File: src/rtl/sdram_port_arbiter_if.sv
// Request/response and sdram-side signals of the three-way sdram port arbiter.
// slave: arbiter side; master: requesters plus sdram controller side.
interface sdram_port_arbiter_if #(
  parameter int unsigned ADDR_W = 25
);
  logic              ld_req;
  logic [ADDR_W-1:0] ld_addr;
  logic [7:0]        ld_data;
  logic              ld_ack;

  logic              cart_req;
  logic [ADDR_W-1:0] cart_addr;
  logic              cart_ack;
  logic [7:0]        cart_rdata;

  logic              bk_req;
  logic              bk_we;
  logic [ADDR_W-1:0] bk_addr;
  logic [7:0]        bk_wdata;
  logic              bk_ack;
  logic [7:0]        bk_rdata;

  logic [ADDR_W-1:0] mem_addr;
  logic              mem_we;
  logic              mem_oe;
  logic [7:0]        mem_din;
  logic [7:0]        mem_dout;

  modport slave (
    input  ld_req, ld_addr, ld_data,
    output ld_ack,
    input  cart_req, cart_addr,
    output cart_ack, cart_rdata,
    input  bk_req, bk_we, bk_addr, bk_wdata,
    output bk_ack, bk_rdata,
    output mem_addr, mem_we, mem_oe, mem_din,
    input  mem_dout
  );

  modport master (
    output ld_req, ld_addr, ld_data,
    input  ld_ack,
    output cart_req, cart_addr,
    input  cart_ack, cart_rdata,
    output bk_req, bk_we, bk_addr, bk_wdata,
    input  bk_ack, bk_rdata,
    input  mem_addr, mem_we, mem_oe, mem_din,
    output mem_dout
  );
endinterface

File: src/rtl/sdram_port_arbiter.sv
// Shares the 8-bit sdram port between ROM loader, cartridge reads and backup memory,
// with commands aligned to the slot pulse. Optional SDRAM_ARB_STATS_EN adds ack counters.
module sdram_port_arbiter #(
  parameter int unsigned ADDR_W     = 25,
  parameter int unsigned DATA_LAT   = 2,
  parameter int unsigned STARVE_MAX = 4
) (
  input  logic                  clk_sys,
  input  logic                  reset,
  input  logic                  slot,
  sdram_port_arbiter_if.slave   bus,
  output logic                  busy
`ifdef SDRAM_ARB_STATS_EN
  ,
  output logic [15:0]           ld_cnt,
  output logic [15:0]           cart_cnt,
  output logic [15:0]           bk_cnt
`endif
);

  localparam int unsigned LAT_W = $clog2(DATA_LAT + 1) + 1;
  localparam int unsigned STV_W = $clog2(STARVE_MAX + 2);
  localparam logic [LAT_W-1:0] LAT_RD  = LAT_W'(DATA_LAT);
  localparam logic [LAT_W-1:0] LAT_WR  = LAT_W'(1);
  localparam logic [STV_W-1:0] STV_MAX = STV_W'(STARVE_MAX);

  typedef enum logic [1:0] {StIdle, StCmd, StWait} state_t;
  typedef enum logic [1:0] {GntNone, GntLd, GntCart, GntBk} gnt_t;

  state_t           state_q;
  gnt_t             gnt_q;
  gnt_t             mask_gnt_q;
  logic [1:0]       mask_q;
  logic             we_q;
  logic [LAT_W-1:0] lat_q;
  logic [STV_W-1:0] starve_q;

  logic             ld_ok, cart_ok, bk_ok;
  gnt_t             win;
  logic [LAT_W-1:0] ack_at;
  logic             ack_fire;

  // A requester just acked is ignored for two cycles so a lingering req is not re-served.
  always_comb begin
    ld_ok   = bus.ld_req   && !((mask_q != 2'd0) && (mask_gnt_q == GntLd));
    cart_ok = bus.cart_req && !((mask_q != 2'd0) && (mask_gnt_q == GntCart));
    bk_ok   = bus.bk_req   && !((mask_q != 2'd0) && (mask_gnt_q == GntBk));
    win = GntNone;
    if (ld_ok)                              win = GntLd;
    else if (bk_ok && starve_q >= STV_MAX)  win = GntBk;
    else if (cart_ok)                       win = GntCart;
    else if (bk_ok)                         win = GntBk;
  end

  // lat_q counts cycles since the command-ending slot; ack lands when it reaches ack_at.
  always_comb begin
    ack_at   = we_q ? LAT_WR : LAT_RD;
    ack_fire = ((state_q == StCmd) && slot && (ack_at == LAT_WR)) ||
               ((state_q == StWait) && (lat_q != ack_at) && ((lat_q + LAT_W'(1)) == ack_at));
  end

  assign busy = (state_q != StIdle);

  always_ff @(posedge clk_sys) begin
    if (reset) begin
      state_q        <= StIdle;
      gnt_q          <= GntNone;
      mask_gnt_q     <= GntNone;
      mask_q         <= 2'd0;
      we_q           <= 1'b0;
      lat_q          <= '0;
      starve_q       <= '0;
      bus.ld_ack     <= 1'b0;
      bus.cart_ack   <= 1'b0;
      bus.cart_rdata <= 8'h00;
      bus.bk_ack     <= 1'b0;
      bus.bk_rdata   <= 8'h00;
      bus.mem_addr   <= '0;
      bus.mem_we     <= 1'b0;
      bus.mem_oe     <= 1'b0;
      bus.mem_din    <= 8'h00;
    end else begin
      bus.ld_ack   <= 1'b0;
      bus.cart_ack <= 1'b0;
      bus.bk_ack   <= 1'b0;
      if (mask_q != 2'd0) mask_q <= mask_q - 2'd1;
      if (!bus.bk_req) starve_q <= '0;

      unique case (state_q)
        StIdle: begin
          if (slot && (win != GntNone)) begin
            state_q <= StCmd;
            gnt_q   <= win;
            unique case (win)
              GntLd: begin
                bus.mem_addr <= ADDR_W'(bus.ld_addr);
                bus.mem_din  <= bus.ld_data;
                bus.mem_we   <= 1'b1;
                bus.mem_oe   <= 1'b0;
                we_q         <= 1'b1;
              end
              GntCart: begin
                bus.mem_addr <= ADDR_W'(bus.cart_addr);
                bus.mem_din  <= 8'h00;
                bus.mem_we   <= 1'b0;
                bus.mem_oe   <= 1'b1;
                we_q         <= 1'b0;
                if (bus.bk_req && starve_q != STV_MAX) starve_q <= starve_q + STV_W'(1);
              end
              GntBk: begin
                bus.mem_addr <= ADDR_W'(bus.bk_addr);
                bus.mem_din  <= bus.bk_wdata;
                bus.mem_we   <= bus.bk_we;
                bus.mem_oe   <= !bus.bk_we;
                we_q         <= bus.bk_we;
                starve_q     <= '0;
              end
              default: ;
            endcase
          end
        end
        StCmd: begin
          if (slot) begin
            bus.mem_we <= 1'b0;
            bus.mem_oe <= 1'b0;
            lat_q      <= LAT_WR;
            state_q    <= StWait;
          end
        end
        StWait: begin
          if (lat_q == ack_at) begin
            state_q <= StIdle;
            gnt_q   <= GntNone;
          end else begin
            lat_q <= lat_q + LAT_W'(1);
          end
        end
        default: state_q <= StIdle;
      endcase

      if (ack_fire) begin
        mask_gnt_q <= gnt_q;
        mask_q     <= 2'd2;
        unique case (gnt_q)
          GntLd: bus.ld_ack <= 1'b1;
          GntCart: begin
            bus.cart_ack   <= 1'b1;
            bus.cart_rdata <= bus.mem_dout;
          end
          GntBk: begin
            bus.bk_ack <= 1'b1;
            if (!we_q) bus.bk_rdata <= bus.mem_dout;
          end
          default: ;
        endcase
      end
    end
  end

`ifdef SDRAM_ARB_STATS_EN
  always_ff @(posedge clk_sys) begin
    if (reset) begin
      ld_cnt   <= 16'h0000;
      cart_cnt <= 16'h0000;
      bk_cnt   <= 16'h0000;
    end else begin
      if (bus.ld_ack   && ld_cnt   != 16'hFFFF) ld_cnt   <= ld_cnt + 16'd1;
      if (bus.cart_ack && cart_cnt != 16'hFFFF) cart_cnt <= cart_cnt + 16'd1;
      if (bus.bk_ack   && bk_cnt   != 16'hFFFF) bk_cnt   <= bk_cnt + 16'd1;
    end
  end
`endif

endmodule
File: src/flat_wrapper.sv
// flat-port wrapper written by rule: the top's interface ports become plain ports
module sdram_port_arbiter_flat 
#(
  parameter int unsigned ADDR_W     = 25,
  parameter int unsigned DATA_LAT   = 2,
  parameter int unsigned STARVE_MAX = 4
)
  (clk_sys, reset, slot, busy, bus_ld_req, bus_ld_addr, bus_ld_data, bus_ld_ack, bus_cart_req, bus_cart_addr, bus_cart_ack, bus_cart_rdata, bus_bk_req, bus_bk_we, bus_bk_addr, bus_bk_wdata, bus_bk_ack, bus_bk_rdata, bus_mem_addr, bus_mem_we, bus_mem_oe, bus_mem_din, bus_mem_dout);
  sdram_port_arbiter_if #(.ADDR_W(ADDR_W)) bus_i ();
  input  logic clk_sys;
  input  logic reset;
  input  logic slot;
  output logic busy;
  input wire logic [$bits(bus_i.ld_req)-1:0] bus_ld_req;
  input wire logic [$bits(bus_i.ld_addr)-1:0] bus_ld_addr;
  input wire logic [$bits(bus_i.ld_data)-1:0] bus_ld_data;
  output wire logic [$bits(bus_i.ld_ack)-1:0] bus_ld_ack;
  input wire logic [$bits(bus_i.cart_req)-1:0] bus_cart_req;
  input wire logic [$bits(bus_i.cart_addr)-1:0] bus_cart_addr;
  output wire logic [$bits(bus_i.cart_ack)-1:0] bus_cart_ack;
  output wire logic [$bits(bus_i.cart_rdata)-1:0] bus_cart_rdata;
  input wire logic [$bits(bus_i.bk_req)-1:0] bus_bk_req;
  input wire logic [$bits(bus_i.bk_we)-1:0] bus_bk_we;
  input wire logic [$bits(bus_i.bk_addr)-1:0] bus_bk_addr;
  input wire logic [$bits(bus_i.bk_wdata)-1:0] bus_bk_wdata;
  output wire logic [$bits(bus_i.bk_ack)-1:0] bus_bk_ack;
  output wire logic [$bits(bus_i.bk_rdata)-1:0] bus_bk_rdata;
  output wire logic [$bits(bus_i.mem_addr)-1:0] bus_mem_addr;
  output wire logic [$bits(bus_i.mem_we)-1:0] bus_mem_we;
  output wire logic [$bits(bus_i.mem_oe)-1:0] bus_mem_oe;
  output wire logic [$bits(bus_i.mem_din)-1:0] bus_mem_din;
  input wire logic [$bits(bus_i.mem_dout)-1:0] bus_mem_dout;
  assign bus_i.ld_req = bus_ld_req;
  assign bus_i.ld_addr = bus_ld_addr;
  assign bus_i.ld_data = bus_ld_data;
  assign bus_ld_ack = bus_i.ld_ack;
  assign bus_i.cart_req = bus_cart_req;
  assign bus_i.cart_addr = bus_cart_addr;
  assign bus_cart_ack = bus_i.cart_ack;
  assign bus_cart_rdata = bus_i.cart_rdata;
  assign bus_i.bk_req = bus_bk_req;
  assign bus_i.bk_we = bus_bk_we;
  assign bus_i.bk_addr = bus_bk_addr;
  assign bus_i.bk_wdata = bus_bk_wdata;
  assign bus_bk_ack = bus_i.bk_ack;
  assign bus_bk_rdata = bus_i.bk_rdata;
  assign bus_mem_addr = bus_i.mem_addr;
  assign bus_mem_we = bus_i.mem_we;
  assign bus_mem_oe = bus_i.mem_oe;
  assign bus_mem_din = bus_i.mem_din;
  assign bus_i.mem_dout = bus_mem_dout;
  sdram_port_arbiter #(.ADDR_W(ADDR_W), .DATA_LAT(DATA_LAT), .STARVE_MAX(STARVE_MAX)) u_core (.clk_sys(clk_sys), .reset(reset), .slot(slot), .bus(bus_i), .busy(busy));
endmodule
File: config.mk
export PLATFORM = sky130hd
export DESIGN_NAME = sdram_port_arbiter_flat
export DESIGN_NICKNAME = d
export VERILOG_FILES = /design/src/rtl/sdram_port_arbiter_if.sv /design/src/rtl/sdram_port_arbiter.sv /design/src/flat_wrapper.sv
export SDC_FILE = /design/constraint.sdc
export NUM_CORES = 1
export LEC_CHECK = 0
export ABC_AREA = 1
export CORE_ASPECT_RATIO = 0.6
export CORE_MARGIN = 2
export CORE_UTILIZATION = 30
export CTS_CLUSTER_DIAMETER = 200
export DETAILED_ROUTE_END_ITERATION = 10
export GPL_ROUTABILITY_DRIVEN = 1
export SLEW_MARGIN = 20
export SYNTH_ARGS = -nofsm -noshare
export SYNTH_HDL_FRONTEND = slang
export SYNTH_SLANG_ARGS = --single-unit
File: constraint.sdc
create_clock -name clk_sys -period 3.6 [get_ports clk_sys]
set_input_delay 0.9 -clock clk_sys [delete_from_list [all_inputs] [get_ports clk_sys]]
set_output_delay 0.9 -clock clk_sys [all_outputs]
set_load 0.005 [all_outputs]
==> results of run 1 <==
## layout make-up
type	count	area [µm²]	area share
Multi-Input combinational cell	421	1828	0.3310
Timing Repair Buffer	168	1674	0.3031
Sequential cell	69	1381	0.2501
Inverter	46	172.7	0.03126
Tap cell	160	200.2	0.03625
Clock buffer	12	256.5	0.04644
Clock inverter	2	10.01	0.001812
## per-stage QoR
step | hold WS (ns) | power, mW | instances | area, µm² | utilization
floorplan | 0.4200 | 1.044 | 564 | 3516 | -
global placement | 0.4404 | 1.296 | 864 | 5256 | 0.4622
detailed placement | 0.4554 | 1.299 | 864 | 5256 | 0.4622
CTS | 0.4624 | 2.105 | 878 | 5523 | 0.4856
finish | 0.4612 | 2.079 | 878 | 5523 | 0.4856
global route | 0.4756 | 2.192 | 878 | 5523 | 0.4856
## layout by cell type (no fill, tap or decap), types with 2 or more instances in the layout
cell / instances
a21oi_1: 22
buf_4: 7
clkbuf_16: 9
clkbuf_8: 2
clkdlybuf4s50_1: 160
clkinv_2: 2
dfxtp_1: 69
ha_1: 3
inv_1: 45
nand2_1: 181
nand2_2: 2
nand3_1: 62
nand4_1: 3
nor2_1: 96
nor3_1: 4
o21ai_0: 32
o21ai_1: 8
## how the worst min path moves through the flow
stage / cells after the start / to
2_1_floorplan: 1 / u_core.mask_q[0]
3_3_place_gp: 1 / u_core.mask_q[0]
3_5_place_dp: 1 / u_core.mask_q[0]
4_1_cts: 1 / u_core.mask_q[0]
5_1_grt: 1 / u_core.bus.ld_ack
6_report: 1 / u_core.bus.ld_ack
## layer usage
layer  GRT usage  up-vias  part of all wire
li1            -     2078                 -
met1      0.2580     1761              0.49
met2      0.2861      103              0.44
met3     0.06069       14             0.057
met4     0.05971        0             0.013
met5           0        -                 0
## synthesized netlist by cell type, drive strengths merged
| library cell | n | area (µm²) |
|---|---|---|
| a21oi | 22 | 110.1 |
| buf | 16 | 88.83 |
| clkbuf | 12 | 45.04 |
| dfxtp | 69 | 1381 |
| ha | 3 | 37.54 |
| inv | 46 | 172.7 |
| nand2 | 184 | 703.2 |
| nand3 | 62 | 310.3 |
| nand4 | 3 | 18.77 |
| nor2 | 97 | 371.6 |
| nor3 | 5 | 30.03 |
| nor4 | 1 | 6.260 |
| o21ai | 41 | 216.5 |
| o21bai | 1 | 7.510 |
| o31ai | 1 | 7.510 |
| xor2 | 1 | 8.760 |
## registers in the layout, summed over array words and instances (netlist names), 2 cells and up
register and flops:
u_core.bus.cart_rdata 8, u_core.bus.mem_din 8, u_core.lat_q 3, u_core.mask_q 2
u_core.starve_q 3, u_core.gnt_q 2, u_core.bus.mem_addr 25, u_core.bus.bk_rdata 8
u_core.state_q 2, u_core.mask_gnt_q 2
## power breakdown
group | internal (mW) | total (mW) | switching [mW]
Combinational | 0.241 | 0.444 | 0.203
Sequential | 0.812 | 0.841 | 0.0286
Clock | 0.493 | 0.795 | 0.302
Total | 1.55 | 2.08 | 0.533
## worst max-delay path: cells and delay by family
family	cells	cell delay [ns]
and+or+nand+nor	6	1.14
buffers and inverters	3	0.82
## cells by family after synthesis
family,count (synthesis),synth area share
adders and majority gates,3,0.01068
buffers and inverters,74,0.08718
and+or+nand+nor,352,0.4096
xor gates and xnor gates,1,0.002492
AOI/OAI and AO/OA,65,0.09716
DFF,69,0.3929
==> reports/results.ini, run 1 <==
[status]
status = finished, final reports clean

[clock_tree]
post_cts_buffers = 0
cts-htree-levels = 3
clock_latency_ns = 0.32
hold_buffers = 0
cts_tree = built
clk_pin_slew_ns = 0.05
root_buffer = clkbuf_16
clock_path_buffers = 2
cts_buffers = 9
cts_sinks = 69
cts_resized = 0

[final_layout]
num-nets-final = 824
area_delta_synth_final_pct = 57.08
fill_cells = 1134
drive_gt1_frac = 0.03900
diodes = 0

[detailed_routing]
first_pass_iters = 4
drt_iter0_drc = 226
vias = 3956
antenna_left = 0
drc = 0
wire_per_inst_um = 13.18
routed_via_density = 4.506
wl_mm = 11.57

[timing]
setup_viol = 0
grt_setup_unrepaired = false
hold_violations = 0
finalMaxSlewViolations = 0
finClkSkew_ns = 0.005875
period_needed_ns = 2.609
fmax_mhz = 383.3
worst_slew_pin_slew_ns = 0.9298
fin_crit_sh = 0.7247
relSlewSlack = 0.3778
setup-tns-final_ns = 0
fin_ws_ns = 0.9912

[die]
core_um2 = 11370
num_rows = 30
pin_count = 161
dieArea_um2 = 12630
die_w_um = 143.8
start_util = 0.3091
die_y_um = 87.86

[synthesis]
yosys_register_bits = 69
yosysWarnings = 0
ys_seq_area_frac = 0.3929
syn_nets = 673
synth_area_um2 = 3516
syn-instance-count = 564
ys_types = 25
syn_area_per_cell_um2 = 6.234

[worst_setup_path]
r2r-end = u_core.bus.bk_rdata[2]
cp_slowest_stage_delay_ns = 0.66
crit_arrival_ns = 2.87
worst_setup_path_end_kind = register
required_ns = 3.86
crit_start = slot
slowest_stage = clkdlybuf4s50_1
crit_end = u_core.bus.bk_rdata[2]
worstPathCellList = clkdlybuf4s50_1 -> inv_1 -> nor2_1 -> nand2_1 -> nand2_2 -> nand2_1 -> nand2_1 -> inv_1 -> nor2_1
crit_type = primary input to register
r2r_cells = 10
cp-start-kind = primary input
timing.rr.start = u_core.lat_q[1]
r2r_setup_slack_ns = 1.47
cpMostUsedCell = nand2_1
critPathMaxFanout = 28

[global_routing]
globalRouteOverflowTotal = 0
grt_pass1_wl_mm = 18.79
antenna_found_initial = 0
grt_max_degree = 36
grt_pass1_vias = 3800
track_usage = 0.1893

[placement]
pre_cts_ws_ns = 0.6331
gp_congestion = 0.8336
port_buffers = 160
dp_hpwl_mm = 8.855

[flow_run]
max-cap-violations = 0

[power_and_ir_drop]
p_leak_nw = 2.392
vdd_ir_drop_max_mv = 0.1949
cellPowerDensity_nw_per_um2 = 376.5

[min_path]
hold_start = u_core.gnt_q[1]
min_path_type = register to register

No activity file was read; power rests on OpenSTA's default activity.
==> run 2, diff against run 1 <==
- clock period: 3.6 -> 2.17 ns (I/O delays scaled with it)
==> reports/results.ini, run 2 (same netlist as run 1, synthesis figures left out) <==
[detailed_routing]
wl_mm = 11.76  ; +1.7%
vias = 4028  ; +1.8%
first_pass_iters = 5  ; +1
drc = 0  ; unchanged
wire_per_inst_um = 13.17  ; about the same
drt_iter0_drc = 170  ; -25%
routed_via_density = 4.511  ; +0.11%
antenna_left = 0  ; unchanged

[min_path]
min_path_type = register to register
holdPathStages = 1  ; unchanged

[timing]
finClkSkew_ns = 0.006502  ; +0.0006271 ns
setup_viol = 0  ; unchanged
fmax_mhz = 508.6
grt_setup_unrepaired = true
worst_slew_pin_slew_ns = 0.4024  ; -0.5275 ns
period_needed_ns = 1.966
finalMaxSlewViolations = 0  ; unchanged
relSlewSlack = 0.7318  ; +0.3539
hold_violations = 0  ; unchanged
fin_ws_ns = 0.2037  ; -0.7876 ns
fin_crit_sh = 0.9061
fin_hold_ws_ns = 0.4498  ; -0.01148 ns

[worst_setup_path]
crit_end = u_core.bus.mem_din[1]
required_ns = 2.44  ; -1.42 ns
cp-start-kind = primary input
r2r-end = u_core.bus.mem_din[1]
crit_type = primary input to register
crit_arrival_ns = 2.24  ; -0.63 ns
critPathMaxFanout = 26  ; -7.1%
r2r_setup_slack_ns = 0.41  ; -1.06 ns
r2r_cells = 10  ; unchanged
crit_start = bus_bk_req
timing.rr.start = u_core.mask_q[0]
worst_setup_path_end_kind = register

[die]
die_w_um = 143.8  ; unchanged
core_um2 = 11370  ; unchanged
die_y_um = 87.86  ; unchanged
pin_count = 161  ; unchanged
start_util = 0.3091  ; unchanged
dieArea_um2 = 12630  ; unchanged
num_rows = 30  ; unchanged

[clock_tree]
cts_sinks = 69  ; unchanged
cts_tree = built
root_buffer = clkbuf_16
cts_buffers = 9  ; unchanged
cts-htree-levels = 3  ; unchanged
clock_path_buffers = 2  ; unchanged
clk_pin_slew_ns = 0.05  ; about the same
clock_latency_ns = 0.33  ; about the same
post_cts_buffers = 0  ; unchanged

[final_layout]
num-nets-final = 838  ; +1.7%
fin_util = 0.4979  ; +0.01232
final_cell_mix = nand2_1 (181), clkdlybuf4s50_1 (160), nor2_1 (96)
diodes = 0  ; unchanged
final_common_cell = nand2_1
fin_cells = 893  ; +1.7%
area_delta_synth_final_pct = 61.07
largest_reg_flops = 25  ; unchanged
drive_gt1_frac = 0.05593  ; +0.01694
top_register = u_core.bus.mem_addr
final_area_um2 = 5663  ; +2.5%

[placement]
gp_congestion = 0.8310  ; -0.31%
port_buffers = 160  ; unchanged
dp_cells = 877  ; +1.5%
placed_area_um2 = 5391  ; +2.6%
dp_hpwl_mm = 8.857  ; about the same
pre_cts_ws_ns = -0.1255  ; -0.7586 ns

[power_and_ir_drop]
p_leak_nw = 2.469  ; +3.2%
cellPowerDensity_nw_per_um2 = 612.5  ; +63%
vdd_ir_drop_max_mv = 0.3781  ; +94%

[global_routing]
antenna_found_initial = 0  ; unchanged
grt_pass1_vias = 3895  ; +2.5%
track_usage = 0.1912  ; +0.001913
globalRouteOverflowTotal = 0  ; unchanged
grt_max_degree = 35  ; -2.8%
grt_pass1_wl_mm = 19.02  ; +1.3%

[status]
status = finished, final reports clean

[flow_run]
max-cap-violations = 0  ; unchanged

## run 2: changes by cell type in the layout (fill, tap and decap cells not counted), sizes merged
cell	delta
buf	+13
nor2	+1
clkbuf	+1
## run 2: critical path, cell delays in order
cell and delay, ns:
clkdlybuf4s50_1 0.52, inv_1 0.07, nor2_1 0.13, nand2_1 0.10, nand2_2 0.18, buf_4 0.31, nand3_1 0.13, nand2_1 0.11
nor2_1 0.04, nor2_1 0.08
## run 2: repair_timing
| item | CTS | global route |
|---|---|---|
| hold buffers | 0 | 0 |
| gates resized for setup | 0 | 1 |
| setup endpoints to repair | 0 | 3 |
## run 2: stage by stage
step	TNS [ns]	power (mW)
after floorplan	0	1.731
after global placement	-0.3897	2.179
after detailed placement	-2.338	2.188
after CTS	0	3.503
after global routing	-0.0009233	3.648
final	0	3.469
## run 2: how the worst min path moves through the flow
stage	from	endpoint	slack (ns)
after floorplan	u_core.mask_q[0]	u_core.mask_q[0]	0.42
after global placement	u_core.mask_q[0]	u_core.mask_q[0]	0.43
after detailed placement	u_core.mask_q[0]	u_core.mask_q[0]	0.44
after CTS	u_core.mask_q[0]	u_core.mask_q[0]	0.45
after global routing	u_core.gnt_q[1]	u_core.bus.ld_ack	0.48
final	u_core.mask_q[0]	u_core.mask_q[0]	0.45
## run 2: per-layer routing
layer / vias to the layer above / routed length [µm] / GRT usage
met1: 1781 / 5671 / 0.2580
met3: 23 / 698 / 0.05194
met4: 0 / 277 / 0.07219
met5: - / 0 / 0
li1: 2108 / - / -
met2: 116 / 5116 / 0.2944
## run 2: power breakdown
group | switching (mW) | internal [mW]
Combinational | 0.351 | 0.426
Clock | 0.505 | 0.794
Sequential | 0.0448 | 1.35
Total | 0.901 | 2.57
## run 2: cell type report
cell class              count  area [µm²]
fillers                  1137        5710
multi-input cells         422        1839
repair buffers            181        1809
flip-flops and latches     69        1381
clock buffers              13       250.2
well taps                 160       200.2
inverters                  46       172.7
clock inverters             2       10.01
